===== config.mk =====
export PLATFORM = sky130hd
export DESIGN_NAME = ysyx_24090012_lsu
export DESIGN_NICKNAME = d
export VERILOG_FILES = /design/src/rtl/ysyx_24090012_lsu_pkg.sv /design/src/rtl/ysyx_24090012_lsu_align.sv /design/src/rtl/ysyx_24090012_lsu.sv
export SDC_FILE = /design/constraint.sdc
export NUM_CORES = 1
export LEC_CHECK = 0
export CAP_MARGIN = 10
export CORE_MARGIN = 1
export CORE_UTILIZATION = 46
export DETAILED_ROUTE_END_ITERATION = 7
export PLACE_DENSITY = 0.86
export SETUP_SLACK_MARGIN = 0.5
export SLEW_MARGIN = 15
export SYNTH_ARGS = -nofsm -noshare
export SYNTH_HDL_FRONTEND = slang
export SYNTH_SLANG_ARGS = --single-unit

===== constraint.sdc =====
create_clock -name clk -period 3.1 [get_ports clk]
set_input_delay 0.465 -clock clk [delete_from_list [all_inputs] [get_ports clk]]
set_output_delay 0.465 -clock clk [all_outputs]
set_load 0.02 [all_outputs]

===== src/rtl/ysyx_24090012_lsu_pkg.sv =====
// Shared LSU definitions: FSM encoding, RV32 load/store opcodes, funct3 codes
// and the request decoder used when a new EXU request is accepted.
package ysyx_24090012_lsu_pkg;

    typedef enum logic [1:0] {
        ST_IDLE = 2'd0,
        ST_REQ  = 2'd1,
        ST_RSP  = 2'd2,
        ST_DONE = 2'd3
    } lsu_state_t;

    localparam logic [6:0] OPC_LOAD  = 7'b0000011;
    localparam logic [6:0] OPC_STORE = 7'b0100011;

    localparam logic [2:0] F3_B  = 3'b000;
    localparam logic [2:0] F3_H  = 3'b001;
    localparam logic [2:0] F3_W  = 3'b010;
    localparam logic [2:0] F3_BU = 3'b100;
    localparam logic [2:0] F3_HU = 3'b101;

    typedef struct packed {
        logic is_mem;    // legal, aligned load/store: goes to the bus
        logic is_store;  // legal, aligned store
        logic err;       // load/store opcode that must be rejected
    } lsu_decode_t;

    function automatic lsu_decode_t lsu_decode(input logic [31:0] inst,
                                               input logic [1:0]  addr_lo);
        lsu_decode_t d;
        logic [2:0]  f3;
        logic        is_load_op;
        logic        is_store_op;
        logic        legal;
        logic        aligned;
        d           = '0;
        f3          = inst[14:12];
        is_load_op  = (inst[6:0] == OPC_LOAD);
        is_store_op = (inst[6:0] == OPC_STORE);
        legal       = 1'b0;
        aligned     = 1'b0;
        if (is_load_op)
            legal = (f3 == F3_B) || (f3 == F3_H) || (f3 == F3_W) ||
                    (f3 == F3_BU) || (f3 == F3_HU);
        else if (is_store_op)
            legal = (f3 == F3_B) || (f3 == F3_H) || (f3 == F3_W);
        case (f3)
            F3_B, F3_BU: aligned = 1'b1;
            F3_H, F3_HU: aligned = ~addr_lo[0];
            F3_W:        aligned = (addr_lo == 2'b00);
            default:     aligned = 1'b0;
        endcase
        d.is_mem   = (is_load_op || is_store_op) && legal && aligned;
        d.is_store = is_store_op && legal && aligned;
        d.err      = (is_load_op || is_store_op) && !(legal && aligned);
        return d;
    endfunction

endpackage


===== src/rtl/ysyx_24090012_lsu_align.sv =====
// Byte-lane alignment: store mask and data shift toward the bus, and load
// extraction plus sign/zero extension from the bus read word.
module ysyx_24090012_lsu_align
    import ysyx_24090012_lsu_pkg::*;
(
    input  logic [2:0]  funct3,
    input  logic        is_store,
    input  logic [1:0]  addr_lo,
    input  logic [31:0] wdata,
    input  logic [31:0] rdata,
    output logic [3:0]  wmask,
    output logic [31:0] wdata_lane,
    output logic [31:0] load_data
);

    logic [4:0]  shamt;
    logic [31:0] raw;

    assign shamt      = {addr_lo, 3'b000};
    assign wdata_lane = wdata << shamt;
    assign raw        = rdata >> shamt;

    always_comb begin
        wmask = 4'b0000;
        if (is_store) begin
            case (funct3)
                F3_B:    wmask = 4'b0001 << addr_lo;
                F3_H:    wmask = 4'b0011 << addr_lo;
                F3_W:    wmask = 4'b1111;
                default: wmask = 4'b0000;
            endcase
        end
    end

    always_comb begin
        load_data = 32'h0;
        case (funct3)
            F3_B:    load_data = {{24{raw[7]}}, raw[7:0]};
            F3_H:    load_data = {{16{raw[15]}}, raw[15:0]};
            F3_W:    load_data = raw;
            F3_BU:   load_data = {24'h0, raw[7:0]};
            F3_HU:   load_data = {16'h0, raw[15:0]};
            default: load_data = 32'h0;
        endcase
    end

endmodule


===== src/rtl/ysyx_24090012_lsu.sv =====
// Load/store unit: accepts one EXU request, runs a single request/response
// bus transaction for legal accesses, and returns a one-cycle completion pulse.
module ysyx_24090012_lsu
    import ysyx_24090012_lsu_pkg::*;
(
    input  logic        clk,
    input  logic        rst,
    input  logic        mem_valid,
    input  logic [31:0] mem_addr,
    input  logic [31:0] mem_wdata,
    input  logic [31:0] exu_to_lsu_inst,
    output logic        mem_ready,
    output logic [31:0] lsu_rdata,
    output logic        lsu_err,
    output logic [31:0] lsu_inst,
    output logic        bus_req_valid,
    input  logic        bus_req_ready,
    output logic [31:0] bus_addr,
    output logic        bus_wen,
    output logic [3:0]  bus_wmask,
    output logic [31:0] bus_wdata,
    input  logic        bus_rsp_valid,
    output logic        bus_rsp_ready,
    input  logic [31:0] bus_rdata,
    input  logic        bus_rsp_err
);

    lsu_state_t  state_reg;
    lsu_state_t  state_next;
    lsu_decode_t dec;

    logic [31:0] addr_reg;
    logic [31:0] wdata_reg;
    logic [31:0] inst_reg;
    logic        is_store_reg;
    logic [31:0] rdata_reg;
    logic        err_reg;

    logic [31:0] load_data;
    logic        accept;
    logic        rsp_take;

    assign dec      = lsu_decode(exu_to_lsu_inst, mem_addr[1:0]);
    assign accept   = (state_reg == ST_IDLE) && mem_valid;
    assign rsp_take = (state_reg == ST_RSP) && bus_rsp_valid;

    ysyx_24090012_lsu_align u_align (
        .funct3     (inst_reg[14:12]),
        .is_store   (is_store_reg),
        .addr_lo    (addr_reg[1:0]),
        .wdata      (wdata_reg),
        .rdata      (bus_rdata),
        .wmask      (bus_wmask),
        .wdata_lane (bus_wdata),
        .load_data  (load_data)
    );

    always_ff @(posedge clk) begin
        if (!rst)
            state_reg <= ST_IDLE;
        else
            state_reg <= state_next;
    end

    always_comb begin
        state_next    = state_reg;
        mem_ready     = 1'b0;
        bus_req_valid = 1'b0;
        bus_rsp_ready = 1'b0;
        case (state_reg)
            ST_IDLE: begin
                if (mem_valid)
                    state_next = dec.is_mem ? ST_REQ : ST_DONE;
            end
            ST_REQ: begin
                bus_req_valid = 1'b1;
                if (bus_req_ready)
                    state_next = ST_RSP;
            end
            // Response only looked at here, so one arriving alongside request
            // acceptance is left on the bus.
            ST_RSP: begin
                bus_rsp_ready = 1'b1;
                if (bus_rsp_valid)
                    state_next = ST_DONE;
            end
            ST_DONE: begin
                mem_ready  = 1'b1;
                state_next = ST_IDLE;
            end
            default: state_next = ST_IDLE;
        endcase
    end

    always_ff @(posedge clk) begin
        if (!rst) begin
            addr_reg     <= 32'h0;
            wdata_reg    <= 32'h0;
            inst_reg     <= 32'h0;
            is_store_reg <= 1'b0;
            rdata_reg    <= 32'h0;
            err_reg      <= 1'b0;
        end else if (accept) begin
            addr_reg     <= mem_addr;
            wdata_reg    <= mem_wdata;
            inst_reg     <= exu_to_lsu_inst;
            is_store_reg <= dec.is_store;
            rdata_reg    <= 32'h0;
            err_reg      <= dec.err;
        end else if (rsp_take) begin
            rdata_reg    <= (bus_rsp_err || is_store_reg) ? 32'h0 : load_data;
            err_reg      <= bus_rsp_err;
        end
    end

    assign bus_addr  = {addr_reg[31:2], 2'b00};
    assign bus_wen   = is_store_reg;
    assign lsu_rdata = rdata_reg;
    assign lsu_err   = err_reg;
    assign lsu_inst  = inst_reg;

endmodule


# Word-level counts from Yosys, hierarchy flattened
# Index checks and enable logic that the tools add are counted.
[op_classes]
add_sub_neg = 0
multipliers = 0
div_mod_pow = 0
order_cmp = 0
n_eq_ne = 16
shifts = 4
mux = 17
n_bitwise = 2
n_reduce_logical = 24
[op_table]
columns = ["operator", "n"]
rows = [
  ["32-bit case mux with 5 select lines", 1],
  ["32-bit two-way mux", 1],
  ["32-bit by 5-bit left shift with 32-bit output", 1],
  ["32-bit by 5-bit right shift with 32-bit output", 1],
  ["3-bit == test (second input constant)", 4],
  ["4-bit case mux with 3 select lines", 1],
  ["1-bit logical AND", 8],
  ["2-bit two-way mux", 4],
  ["2-bit case mux with 4 select lines", 1],
  ["7-bit by 2-bit == test with 1-bit output (second input constant)", 1],
  ["7-bit by 6-bit == test with 1-bit output (second input constant)", 1],
  ["1-bit two-way mux", 7],
  ["3-bit by 1-bit == test with 1-bit output (second input constant)", 2],
  ["3-bit by 2-bit == test with 1-bit output (second input constant)", 2],
  ["3-bit logical NOT", 2],
  ["1-bit logical OR", 6],
  ["2-bit inequality test (second input constant)", 3],
  ["2-bit OR reduction", 3],
  ["2-bit == test (second input constant)", 2],
  ["2-bit logical NOT", 2],
  ["4-bit two-way mux", 1],
  ["1-bit by 2-bit left shift with 4-bit output (first input constant)", 1],
  ["2-bit by 2-bit left shift with 4-bit output (first input constant)", 1],
  ["1-bit case mux with 3 select lines", 1],
  ["other kinds (5)", 6],
]
[word_totals]
register_bits = 132
latchBits = 0
ramBits = 0
romBits = 0
inputBits = 134
out_inout_bits = 137
memories = 0

# Logic depth before layout (Yosys ltp)
# Gate-level depths: netlist of run 1.
[depth]
ltp_word = 11
ltp_mapped = 8
mapped_depth_nobuf = 6

# By module
# From an unflattened synthesis of run 1, not the netlist that was laid out.
[hier_totals]
hier_cells = 810
area_unflattened_um2 = 6530.0
[by_module_without_submodules]
columns = ["mod", "instances", "cells_each", "area_per_inst_um2"]
rows = [
  ["ysyx_24090012_lsu", 1, 591, 5117.4],
  ["ysyx_24090012_lsu_align", 1, 219, 1412.6],
]

# Least setup slack after synthesis of run 1
# Ideal clock, no wire load.
[synth_path]
path_type = "register to output"
start = "register addr_reg[1]"
end = "output bus_wmask[3]"
arrival_ps = 1608
path_slack_ps = 1027
stages_incl_launch_ff = 7
path_buffers = 3
path_cell_list = "dfxtp_1 -> buf_4 -> buf_4 -> buf_2 -> nor2b_1 -> nor2_1 -> a211oi_1"
[synth_via]
elab_chain_cells = 3
[synth_rtl]
columns = ["item", "line", "text"]
rows = [
  ["start, declared", "ysyx_24090012_lsu.sv:32", "logic [31:0] addr_reg;"],
  ["start signal, assigned", "ysyx_24090012_lsu.sv:104", "addr_reg <= mem_addr;"],
  ["2-bit by 2-bit left shift with 4-bit output / 1-bit by 2-bit left shift with 4-bit output (equally long branches)", "ysyx_24090012_lsu_align.sv:28, ysyx_24090012_lsu_align.sv:27", ""],
  ["4-bit case mux with 3 select lines (*)", "ysyx_24090012_lsu_align.sv:26", "case (funct3)"],
  ["4-bit two-way mux (*)", "ysyx_24090012_lsu_align.sv:25", "if (is_store) begin"],
  ["end, declared", "ysyx_24090012_lsu.sv:20", "output logic [3:0] bus_wmask,"],
]
# Every way passes the cells marked *; elsewhere a longest branch is shown, timed or not.

# Worst setup path in the final report of run 1
[layout_path]
start = "register addr_reg[0]"
end = "output bus_wdata[7]"
[layout_via]
elab_chain_cells = 1
[layout_rtl]
columns = ["item", "line", "text"]
rows = [
  ["32-bit by 5-bit left shift with 32-bit output", "ysyx_24090012_lsu_align.sv:20", "assign wdata_lane = wdata << shamt;"],
  ["end, declared", "ysyx_24090012_lsu.sv:21", "output logic [31:0] bus_wdata,"],
]
# Every way passes these cells.

==> impl_summary.log, run 1 <==
INFO  metric hold_slack = 459.2 ps
INFO  metric critPathCaptureType = primary output
INFO  metric critical_path.reg2reg.startpoint = state_reg[0]$_SDFFE_PN0P_
INFO  metric yosysUniqueCellTypes = 48
INFO  metric startpoint = addr_reg[0]$_SDFFE_PN0P_
INFO  metric antenna_cells_inserted = 0
INFO  metric grt_setup_unrepaired = no
INFO  metric minimum_clock_period_after_layout = 2495 ps
INFO  metric synth.cells.most_frequent = sky130_fd_sc_hd__nand2_1, sky130_fd_sc_hd__dfxtp_1, sky130_fd_sc_hd__a21boi_0
INFO  metric synth.yosys.seq_area_share = 41.24%
INFO  metric slew_viol_final = 0
INFO  metric clkLatencyLatePin = 420 ps
INFO  metric hold_viol_final = 0
INFO  metric global_route.usage.total = 26.27%
INFO  metric cts-root-buf = sky130_fd_sc_hd__clkbuf_16
INFO  metric path_max_fanout = 19
INFO  metric grt_antenna_before_repair = 0
INFO  metric cts-buffers-inserted = 17
INFO  metric cts_buffer_depth = 2
INFO  metric clkSlewWorstSetupHoldPaths = about 60 ps
INFO  metric ys_top_cells_by_area = sky130_fd_sc_hd__dfxtp_1, sky130_fd_sc_hd__nand2_1, sky130_fd_sc_hd__a21boi_0, sky130_fd_sc_hd__mux2i_1, sky130_fd_sc_hd__buf_4
INFO  metric slew_headroom = between 40% and 50%
INFO  metric avgSynthCellArea = slightly above 8 sq um
INFO  metric synth-edff-count = 0
INFO  metric f_max = roughly 400 MHz
INFO  metric first_iter_violations = 433
INFO  metric remaining_drc_errors = 0
INFO  metric worst_slew_pin_slew = 861.7 ps
INFO  metric holdPathEnd = wdata_reg[26]$_SDFFE_PN0P_
INFO  metric layout_worst_path_cycle_share = 80.47%
INFO  metric timing.critical_path.arrival = just over 2000 ps
INFO  metric die_height = 120.0 microns
INFO  metric tritoncts = yes
INFO  metric number_of_global_route_vias_before_repair = 5859
INFO  metric vias = 6187
INFO  metric grt_first_pass_wirelength = 29750 microns
INFO  metric worstRegToRegCells = 6
INFO  metric worst_setup_path_start_kind = flop
INFO  metric synthArstFlopShare = 0%
INFO  metric final_layout_size_suffix_gt1_share = 6.660%
INFO  metric min-delay-start = wdata_reg[26]$_SDFFE_PN0P_
INFO  metric synth_cells = ~780
INFO  metric postCtsHoldBufs = 0
INFO  metric route.final.wire_length = 19070 microns
INFO  metric avgRoutedWirePerCell = around 16 microns
INFO  metric die_footprint = ~14000 sq um
INFO  metric holdPathStages = 2
INFO  metric yosys.area.top_type_share = approximately 41%
INFO  metric syn2layout_area_growth = 50.83%
INFO  metric grt_overflow_total = 0
INFO  metric route.antenna.remaining_nets = 0
INFO  metric maxCapViolCount = 0
INFO  metric viasPerCell = 5.234
INFO  metric detailedPlacementHpwl = 13420 microns
INFO  metric outcome = finished clean
INFO  metric placeableCoreArea = 13400 sq um
INFO  metric synth_ff_type = sky130_fd_sc_hd__dfxtp_1
INFO  metric grt_max_degree = 102
INFO  metric category_of_the_critical_setup_timing_path = flop to primary output
INFO  metric io-pin-count = 271
INFO  metric ctsHtreeMaxLevel = 4
INFO  metric die_w = around 120 microns
INFO  metric max-vdd-ir-drop = about 0.61 mV
INFO  metric synth.ff_latch_count = 132
INFO  metric clock_sinks = approximately 130
INFO  metric initial_core_util = between 40 and 50%
INFO  metric power.density_cell_area = 701.2 nW/um^2
INFO  metric critical_path_required = 2630 ps
INFO  metric row_count = 42
INFO  metric port_buffers = 268
INFO  metric final.setup.tns = 0 ps
INFO  metric mappedNetlistArea = about 6400 sq um
INFO  metric worst-r2r-setup-slack = 1100 ps
INFO  metric p_leak = ~3.6 nW
INFO  metric setup_violations = 0
INFO  metric r2r-end = lsu_rdata[26]$_SDFFE_PP0P_
INFO  metric gp_routability_congestion = 0.8529
INFO  metric final_net_count = 1132
INFO  metric hold_path_class = flop to flop
INFO  metric firstDrtPassIters = 5
INFO  metric clock-skew-final = 6.893 ps
INFO  metric synth.most_common_cell = sky130_fd_sc_hd__nand2_1
INFO  metric synth_top_area_cell = sky130_fd_sc_hd__dfxtp_1
INFO  metric synthesis.yosys.warnings = 0
==> layout by cell type (no fill, tap or decap), types with 7 or more instances in the layout <==
cell	count
sky130_fd_sc_hd__o21ai_0	9
sky130_fd_sc_hd__and2_1	9
sky130_fd_sc_hd__a22oi_1	9
sky130_fd_sc_hd__o2bb2ai_1	8
sky130_fd_sc_hd__o211ai_1	10
sky130_fd_sc_hd__a221o_1	8
sky130_fd_sc_hd__a211oi_1	18
sky130_fd_sc_hd__a21boi_0	97
sky130_fd_sc_hd__nand2_1	229
sky130_fd_sc_hd__a32oi_1	8
sky130_fd_sc_hd__nor2b_1	17
sky130_fd_sc_hd__buf_4	18
sky130_fd_sc_hd__a21oi_1	21
sky130_fd_sc_hd__clkbuf_16	17
sky130_fd_sc_hd__a211o_1	7
sky130_fd_sc_hd__clkdlybuf4s50_1	255
sky130_fd_sc_hd__dfxtp_1	128
sky130_fd_sc_hd__mux2i_1	36
sky130_fd_sc_hd__nor2_1	23
==> worst max path at each step <==
stage / end / slack [ps] / depth (start not counted)
after floorplan: bus_wmask[3] / 1030 / 6
after global placement: bus_wmask[3] / 790 / 5
after detailed placement: bus_wdata[15] / 760 / 4
after CTS: bus_wmask[3] / 480 / 5
after global routing: bus_wdata[2] / 520 / 4
final: bus_wdata[7] / 610 / 4
==> power breakdown <==
part	switching (mW)	leakage (nW)	total (mW)	internal (mW)
Clock	0.770	0.317	2.24	1.47
Sequential	0.193	1.08	2.14	1.95
Combinational	1.34	2.22	2.39	1.05
Total	2.30	3.62	6.78	4.47
==> metrics by stage <==
stage | setup slack [ps] | total power, mW | cells | util (%) | cell area (sq um)
finish | 605.3 | 6.776 | 1182 | 72.12 | 9664
global route | 516.9 | 7.106 | 1182 | 72.12 | 9664
CTS | 480.4 | 6.790 | 1178 | 71.67 | 9604
detailed placement | 761.9 | 4.541 | 1146 | 66.67 | 8934
global placement | 791.0 | 4.503 | 1146 | 66.67 | 8934
floorplan | 1027 | 3.619 | 777 | - | 6411
==> critical path, cell delays in order (launching register included) <==
cell and delay (ps):
sky130_fd_sc_hd__dfxtp_4 410, sky130_fd_sc_hd__buf_4 210, sky130_fd_sc_hd__nor2_4 220, sky130_fd_sc_hd__and2_1 150
sky130_fd_sc_hd__clkdlybuf4s50_1 610
==> final cells by class <==
type | count | area (sq um)
flip-flops and latches | 132 | 2653
fillers | 1032 | 3736
clock buffers | 20 | 456.7
clock inverters | 12 | 201.4
inverters | 5 | 18.77
multi-input cells | 549 | 3259
repair buffers | 288 | 2855
well taps | 176 | 220.2
==> logic make-up (layout without fill, tap and decap cells) <==
logic type | count (synthesis) | count (layout) | synth area share (%)
compound gates | 204 | 204 | 23.57
fa+ha+maj | 5 | 5 | 0.9764
buf+inv | 96 | 325 | 8.221
flops | 132 | 132 | 41.24
mux | 37 | 37 | 5.839
other cells | 1 | 2 | 0.05853
simple gates | 301 | 301 | 20.09
==> timing repair <==
| action | 4_1_cts | 5_1_grt |
|---|---|---|
| resized for setup | 13 | 10 |
| setup buffers | 0 | 4 |
| setup endpoints to repair | 30 | 15 |
| pin swaps | 0 | 0 |
==> metal layers <==
metal / wire length, microns / track usage [%] / up-vias
met1: 8031 / 30.71 / 2854
met3: 1714 / 9.316 / 27
met2: 8913 / 43.75 / 252
met5: 0 / 0 / -
met4: 408 / 10.08 / 0
li1: - / - / 3054
Note: power is estimated with default switching activity, not from simulation.
==> run 2, diff against run 1 <==
--- a/config.mk
+++ b/config.mk
@@ -7,9 +7,9 @@
 export LEC_CHECK = 0
 export CAP_MARGIN = 10
 export CORE_MARGIN = 1
-export CORE_UTILIZATION = 46
+export CORE_UTILIZATION = 43
 export DETAILED_ROUTE_END_ITERATION = 7
-export PLACE_DENSITY = 0.86
+export PLACE_DENSITY = 0.81
 export SETUP_SLACK_MARGIN = 0.5
 export SLEW_MARGIN = 15
 export SYNTH_ARGS = -nofsm -noshare
==> constraint.sdc (replaced) <==
create_clock -name clk -period 2.3 [get_ports clk]
set_input_delay 0.345 -clock clk [delete_from_list [all_inputs] [get_ports clk]]
set_output_delay 0.345 -clock clk [all_outputs]
set_load 0.02 [all_outputs]
==> impl_summary.log, run 2 (same netlist as run 1, synthesis figures left out) <==
INFO  metric gr-usage-met3 = 10.21% (+0.90 points)
INFO  metric clock_sinks = 132 (unchanged)
INFO  metric p_leak = 3.832 nW (+5.9%)
INFO  metric final_layout_size_suffix_gt1_share = 15.15% (+8.5 points)
INFO  metric maxCapViolCount = 0 (unchanged)
INFO  metric clkLatencyLatePin = 410 ps (about the same)
INFO  metric tritoncts = yes
INFO  metric power.density_cell_area = 926.9 nW/um^2 (+32%)
INFO  metric category_of_the_critical_setup_timing_path = flop to primary output
INFO  metric worst_slew_pin_slew = 869.9 ps (+8.182 ps)
INFO  metric grt_antenna_before_repair = 0 (unchanged)
INFO  metric numPlacedInstances = 1159 (+1.1%)
INFO  metric antenna_cells_inserted = 0 (unchanged)
INFO  metric global_route.usage.total = 26.06% (-0.22 points)
INFO  metric crit_buf_inv = 3 (+1)
INFO  metric grt_first_pass_wirelength = 30620 microns (+2.9%)
INFO  metric crit_chain = buf_6 > buf_6 > or3_4 > a21oi_2 > buf_4
INFO  metric route.final.wire_length = 20980 microns (+10%)
INFO  metric number_of_global_route_vias_before_repair = 6031 (+2.9%)
INFO  metric cpMostUsedCell = sky130_fd_sc_hd__buf_6
INFO  metric hold_path_class = flop to flop
INFO  metric timing.critical_path.max_delay_family = buffers and inverters
INFO  metric setup_violations = 0 (unchanged)
INFO  metric grt_overflow_total = 0 (unchanged)
INFO  metric cts_buffer_depth = 2 (unchanged)
INFO  metric grt_use_met2 = 42.16% (-1.6 points)
INFO  metric avgRoutedWirePerCell = 17.28 microns (+7.1%)
INFO  metric violations = DRC
INFO  metric remaining_drc_errors = 5 (+5)
INFO  metric ctsHtreeMaxLevel = 4 (unchanged)
INFO  metric cts-buffers-inserted = 17 (unchanged)
INFO  metric timing.critical_path.arrival = 1710 ps (-320 ps)
INFO  metric outcome = finished with violations
INFO  metric worst-r2r-setup-slack = 520 ps (-580 ps)
INFO  metric first_iter_violations = 505 (+17%)
INFO  metric global_route.usage.met1 = 30.55% (-0.16 points)
INFO  metric firstDrtPassIters = 8 (+3)
INFO  metric critical_path_required = 1960 ps (-670 ps)
INFO  metric viasPerCell = 5.287 (+1.0%)
INFO  metric max-vdd-ir-drop = 0.6972 mV (+14%)
INFO  metric final.setup.tns = 0 ps (unchanged)
INFO  metric worst_setup_path_start_kind = flop
INFO  metric grt_max_degree = 102 (unchanged)
INFO  metric syn2layout_area_growth = 56.43%
INFO  metric row_count = 44 (+4.8%)
INFO  metric minimum_clock_period_after_layout = 2057 ps
INFO  metric placeableCoreArea = 14530 sq um (+8.5%)
INFO  metric cpMaxStageDelayCell = sky130_fd_sc_hd__dfxtp_4
INFO  metric die_footprint = 15390 sq um (+6.9%)
INFO  metric cpPeakStageDelay = 370 ps (-240 ps)
INFO  metric final_cell_count_no_fill = 1214 (+2.7%)
INFO  metric slew_viol_final = 0 (unchanged)
INFO  metric die_height = 124.1 microns (+3.4%)
INFO  metric grt_busiest_layer = met2
INFO  metric port_buffers = 268 (unchanged)
INFO  metric mostFrequentLayoutCell = sky130_fd_sc_hd__nand2_1
INFO  metric initial_core_util = 44.09% (-3.7 points)
INFO  metric clock-skew-final = 6.299 ps (-0.5933 ps)
INFO  metric final_net_count = 1156 (+2.1%)
INFO  metric grt_setup_unrepaired = yes
INFO  metric gp_routability_congestion = 0.8936 (+4.8%)
INFO  metric final_cell_mix = sky130_fd_sc_hd__nand2_1, sky130_fd_sc_hd__clkdlybuf4s50_1, sky130_fd_sc_hd__dfxtp_1, sky130_fd_sc_hd__a21boi_0, sky130_fd_sc_hd__buf_4
INFO  metric slew_headroom = 42.00% (-0.55 points)
INFO  metric io-pin-count = 271 (unchanged)
INFO  metric path_max_fanout = 5 (-14)
INFO  metric die_w = 124.1 microns (+3.4%)
INFO  metric detailedPlacementHpwl = 13990 microns (+4.3%)
INFO  metric hold_viol_final = 0 (unchanged)
INFO  metric vias = 6418 (+3.7%)
INFO  metric clkSlewWorstSetupHoldPaths = 50 ps (about the same)
INFO  metric critPathCaptureType = primary output
INFO  metric route.antenna.remaining_nets = 0 (unchanged)
INFO  metric layout_worst_path_cycle_share = 89.43%
INFO  metric f_max = 486.1 MHz
INFO  metric cts-root-buf = sky130_fd_sc_hd__clkbuf_16
## run 2: cell count changes in the layout (fill, tap and decap cells not counted), moves of 3 or more
cell | previous run | this run
sky130_fd_sc_hd__a211oi_1 | 18 | 12
sky130_fd_sc_hd__a211oi_2 | 0 | 6
sky130_fd_sc_hd__and2_1 | 9 | 6
sky130_fd_sc_hd__buf_12 | 1 | 7
sky130_fd_sc_hd__buf_2 | 1 | 16
sky130_fd_sc_hd__buf_4 | 18 | 39
sky130_fd_sc_hd__buf_6 | 0 | 8
sky130_fd_sc_hd__buf_8 | 1 | 4
sky130_fd_sc_hd__clkdlybuf4s15_2 | 0 | 3
sky130_fd_sc_hd__clkdlybuf4s50_1 | 255 | 220
sky130_fd_sc_hd__mux2i_1 | 36 | 30
sky130_fd_sc_hd__mux2i_4 | 0 | 4
sky130_fd_sc_hd__o21ai_0 | 9 | 6
sky130_fd_sc_hd__o21ai_1 | 1 | 4
## run 2: through the flow
| step | worst slack (ps) | instance area (sq um) | utilization [%] | power, mW | hold slack (ps) |
|---|---|---|---|---|---|
| after global routing | 200.7 | 10020 | 68.97 | 9.752 | 483.7 |
| after floorplan | 418.6 | 6425 | - | 4.885 | 438.9 |
| final | 243.0 | 10020 | 68.97 | 9.291 | 460.0 |
| after CTS | 255.7 | 9937 | 68.37 | 9.152 | 465.6 |
| after detailed placement | 200.0 | 9055 | 62.30 | 6.255 | 457.3 |
| after global placement | 257.0 | 9055 | 62.30 | 6.211 | 448.4 |
## run 2: what timing repair did
item,CTS,global route
cloned,2,1
pin swaps,3,9
buffers inserted,13,7
gates resized for setup,152,89
endpoints found under the setup margin,66,98
hold buffers,0,0
## run 2: final cells by class
type,instances,area [sq um]
clock buffers,23,478.0
inverters,5,18.77
repair buffers,311,3077
well taps,184,230.2
fillers,1154,4511
clock inverters,9,126.4
multi-input cells,550,3436
flip-flops and latches,132,2658
## run 2: power by group
part           total, mW  internal (mW)  switching (mW)
Combinational       3.62           1.64            1.98
Clock               2.77           1.78           0.986
Sequential          2.90           2.63           0.266
Total               9.29           6.05            3.24
## run 2: path summary, 6_finish.rpt
| kind | cells after the start | from | end |
|---|---|---|---|
| hold / removal | 2 | addr_reg[31]$_SDFFE_PN0P_ | addr_reg[31]$_SDFFE_PN0P_ |
| hold reg to reg | 2 | addr_reg[31]$_SDFFE_PN0P_ | addr_reg[31]$_SDFFE_PN0P_ |
| setup / recovery | 5 | addr_reg[1]$_SDFFE_PN0P_ | bus_wmask[0] |
| setup reg to reg | 7 | addr_reg[1]$_SDFFE_PN0P_ | lsu_rdata[9]$_SDFFE_PP0P_ |
## run 2: routing by layer
layer	share of wire, %	up-vias
met1	40	2984
met2	47	307
met4	2.5	0
met3	10	30
met5	0	-
li1	-	3097
## run 2: worst register-to-register path, cell delays in order, from the launching register on
cell and delay, ps:
sky130_fd_sc_hd__dfxtp_4 390, sky130_fd_sc_hd__buf_6 120, sky130_fd_sc_hd__buf_4 310, sky130_fd_sc_hd__mux2i_1 170, sky130_fd_sc_hd__mux2i_2 170, sky130_fd_sc_hd__buf_4 190, sky130_fd_sc_hd__a22oi_1 80, sky130_fd_sc_hd__a211oi_1 270
==> run 3, diff against run 2 <==
--- a/config.mk
+++ b/config.mk
@@ -7,9 +7,10 @@
 export LEC_CHECK = 0
 export CAP_MARGIN = 10
 export CORE_MARGIN = 1
-export CORE_UTILIZATION = 43
+export CORE_UTILIZATION = 46
+export CTS_CLUSTER_DIAMETER = 80
 export DETAILED_ROUTE_END_ITERATION = 7
-export PLACE_DENSITY = 0.81
+export PLACE_DENSITY = 0.86
 export SETUP_SLACK_MARGIN = 0.5
 export SLEW_MARGIN = 15
 export SYNTH_ARGS = -nofsm -noshare
==> constraint.sdc (replaced) <==
create_clock -name clk -period 2.4 [get_ports clk]
set_input_delay 0.36 -clock clk [delete_from_list [all_inputs] [get_ports clk]]
set_output_delay 0.36 -clock clk [all_outputs]
set_load 0.02 [all_outputs]
==> impl_summary.log, run 3 (same netlist as run 1, synthesis figures left out) <==
INFO  metric syn2layout_area_growth = 57.76%
INFO  metric p_leak = 3.800 nW (-0.84%)
INFO  metric clkSlewWorstSetupHoldPaths = 60 ps (about the same)
INFO  metric final.setup.worst_slack = 403.5 ps (+160.5 ps)
INFO  metric outcome = finished clean
INFO  metric firstDrtPassIters = 7 (-1)
INFO  metric clock_sinks = 132 (unchanged)
INFO  metric hold_viol_final = 0 (unchanged)
INFO  metric number_of_global_route_vias_before_repair = 6363 (+5.5%)
INFO  metric grt_setup_unrepaired = yes
INFO  metric category_of_the_critical_setup_timing_path = flop to primary output
INFO  metric remaining_drc_errors = 0 (-5)
INFO  metric finalInstanceArea = 10110 sq um (+0.85%)
INFO  metric slew_viol_final = 0 (unchanged)
INFO  metric clock-skew-final = 6.327 ps (+0.02778 ps)
INFO  metric seqCellArea = 2653 sq um (-0.19%)
INFO  metric grt_first_pass_wirelength = 32950 microns (+7.6%)
INFO  metric route.final.wire_length = 22080 microns (+5.3%)
INFO  metric timing.critical_path.arrival = 1640 ps (-70 ps)
INFO  metric maxCapViolCount = 0 (unchanged)
INFO  metric final_cell_mix = sky130_fd_sc_hd__nand2_1, sky130_fd_sc_hd__clkdlybuf4s50_1, sky130_fd_sc_hd__dfxtp_1, sky130_fd_sc_hd__a21boi_0, sky130_fd_sc_hd__buf_4
INFO  metric row_count = 42 (-4.5%)
INFO  metric io-pin-count = 271 (unchanged)
INFO  metric clkLatencyLatePin = 420 ps (about the same)
INFO  metric antenna_cells_inserted = 0 (unchanged)
INFO  metric finalCoreUtilization = 75.43% (+6.5 points)
INFO  metric max-vdd-ir-drop = 0.5109 mV (-27%)
INFO  metric grt_max_degree = 102 (unchanged)
INFO  metric final.setup.tns = 0 ps (unchanged)
INFO  metric critPathCaptureType = primary output
INFO  metric mostFrequentLayoutCell = sky130_fd_sc_hd__nand2_1
INFO  metric route.antenna.remaining_nets = 0 (unchanged)
INFO  metric final_net_count = 1160 (+0.35%)
INFO  metric die_footprint = 14400 sq um (-6.4%)
INFO  metric gp_routability_congestion = 0.8601 (-3.7%)
INFO  metric minimum_clock_period_after_layout = around 2000 ps
INFO  metric multi_input_area = 3530 sq um (+2.7%)
INFO  metric hold_path_class = flop to flop
INFO  metric grt_overflow_total = 0 (unchanged)
INFO  metric initial_core_util = 47.82% (+3.7 points)
INFO  metric cpPeakStageDelay = 370 ps (about the same)
INFO  metric port_buffers = 268 (unchanged)
INFO  metric cts_buffer_depth = 2 (unchanged)
INFO  metric final_layout_size_suffix_gt1_share = 16.52% (+1.4 points)
INFO  metric f_max = 500.9 MHz
INFO  metric postCtsHoldBufs = 0 (unchanged)
INFO  metric cts-root-buf = sky130_fd_sc_hd__clkbuf_16
INFO  metric die_height = 120.0 microns (-3.3%)
INFO  metric die_w = 120.0 microns (-3.3%)
INFO  metric detailedPlacementHpwl = 13670 microns (-2.3%)
INFO  metric slew_headroom = 43.13% (+1.1 points)
INFO  metric avgRoutedWirePerCell = 18.33 microns (+6.1%)
INFO  metric setup_violations = 0 (unchanged)
INFO  metric cpMaxStageDelayCell = sky130_fd_sc_hd__dfxtp_4
INFO  metric power.density_cell_area = 867.1 nW/um^2 (-6.4%)
INFO  metric worst_slew_pin_slew = 853.1 ps (-16.88 ps)
INFO  metric ctsHtreeMaxLevel = 4 (unchanged)
INFO  metric path_max_fanout = 5 (unchanged)
INFO  metric filler_cell_count = 903 (-22%)
INFO  metric vias = 6570 (+2.4%)
INFO  metric global_route.usage.total = 29.76% (+3.7 points)
INFO  metric placeableCoreArea = 13400 sq um (-7.8%)
INFO  metric first_iter_violations = 560 (+11%)
INFO  metric post_detailed_placement_cell_area = 9019 sq um (-0.40%)
INFO  metric cts-buffers-inserted = 17 (unchanged)
INFO  metric tritoncts = yes
INFO  metric worst_setup_path_start_kind = flop
INFO  metric grt_antenna_before_repair = 0 (unchanged)
INFO  metric crit_chain = buf_12 > nor2b_4 > buf_6 > nand2_1 > o21ai_0 > buf_2
INFO  metric viasPerCell = 5.452 (+3.1%)
INFO  metric critical_path_required = 2040 ps (+80 ps)
INFO  metric layout_worst_path_cycle_share = 83.19%
INFO  metric placement_stage_worst_setup_slack = 241.2 ps (+41.16 ps)
[run 3: power breakdown]
group | total [mW] | internal, mW | switching [mW]
clock network | 2.34 | 1.44 | 0.898
logic | 3.63 | 1.64 | 1.99
registers | 2.80 | 2.52 | 0.274
total | 8.77 | 5.60 | 3.17
[run 3: repair_timing]
action | 4_1_cts | 5_1_grt
gates cloned | 6 | 2
gates resized for setup | 203 | 66
setup endpoints to repair | 66 | 67
buffers inserted | 11 | 9
pin swaps | 8 | 9
[run 3: final timing paths]
check                                         startpoint                          to  slack (ps)  cells past startpoint
worst max register to register  addr_reg[1]$_SDFFE_PN0P_  lsu_rdata[11]$_SDFFE_PP0P_         520                      6
worst min-delay path            lsu_inst[1]$_SDFFE_PN0P_    lsu_inst[1]$_SDFFE_PN0P_         460                      2
worst min register to register  lsu_inst[1]$_SDFFE_PN0P_    lsu_inst[1]$_SDFFE_PN0P_         460                      2
worst max-delay path            addr_reg[1]$_SDFFE_PN0P_               bus_wdata[23]         400                      6
[run 3: final cells by class]
cell class	count	share of cell area, %
flip-flops and latches	132	26.24
clock inverters	6	0.5818
multi-input cells	550	34.92
well taps	176	2.178
clock buffers	21	4.555
repair buffers	315	31.34
inverters	5	0.1857
[run 3: stage by stage]
step	std cells	total power, mW	hold slack, ps
after floorplan	777	4.676	438.9
final	1205	8.765	461.2
after CTS	1194	8.527	462.6
after detailed placement	1150	5.962	456.3
after global placement	1150	5.912	449.5
after global routing	1205	9.187	482.4
[run 3: layer usage]
| metal | wire length (microns) | up-vias | part of all wire (%) | global-route usage (%) |
|---|---|---|---|---|
| li1 | - | 3104 | - | - |
| met1 | 8499 | 3030 | 38 | 33.29 |
| met2 | 10490 | 371 | 48 | 49.75 |
| met3 | 2232 | 65 | 10 | 10.65 |
| met4 | 860 | 0 | 3.9 | 14.77 |
| met5 | 0 | - | 0 | 0 |
[run 3: critical path: cells and delay by family, from the launching register on]
family	cells	cell delay [ps]
buffers and inverters	3	500
flip-flops	1	370
AND/OR/NAND/NOR	2	240
AO/OA/AOI/OAI	1	110
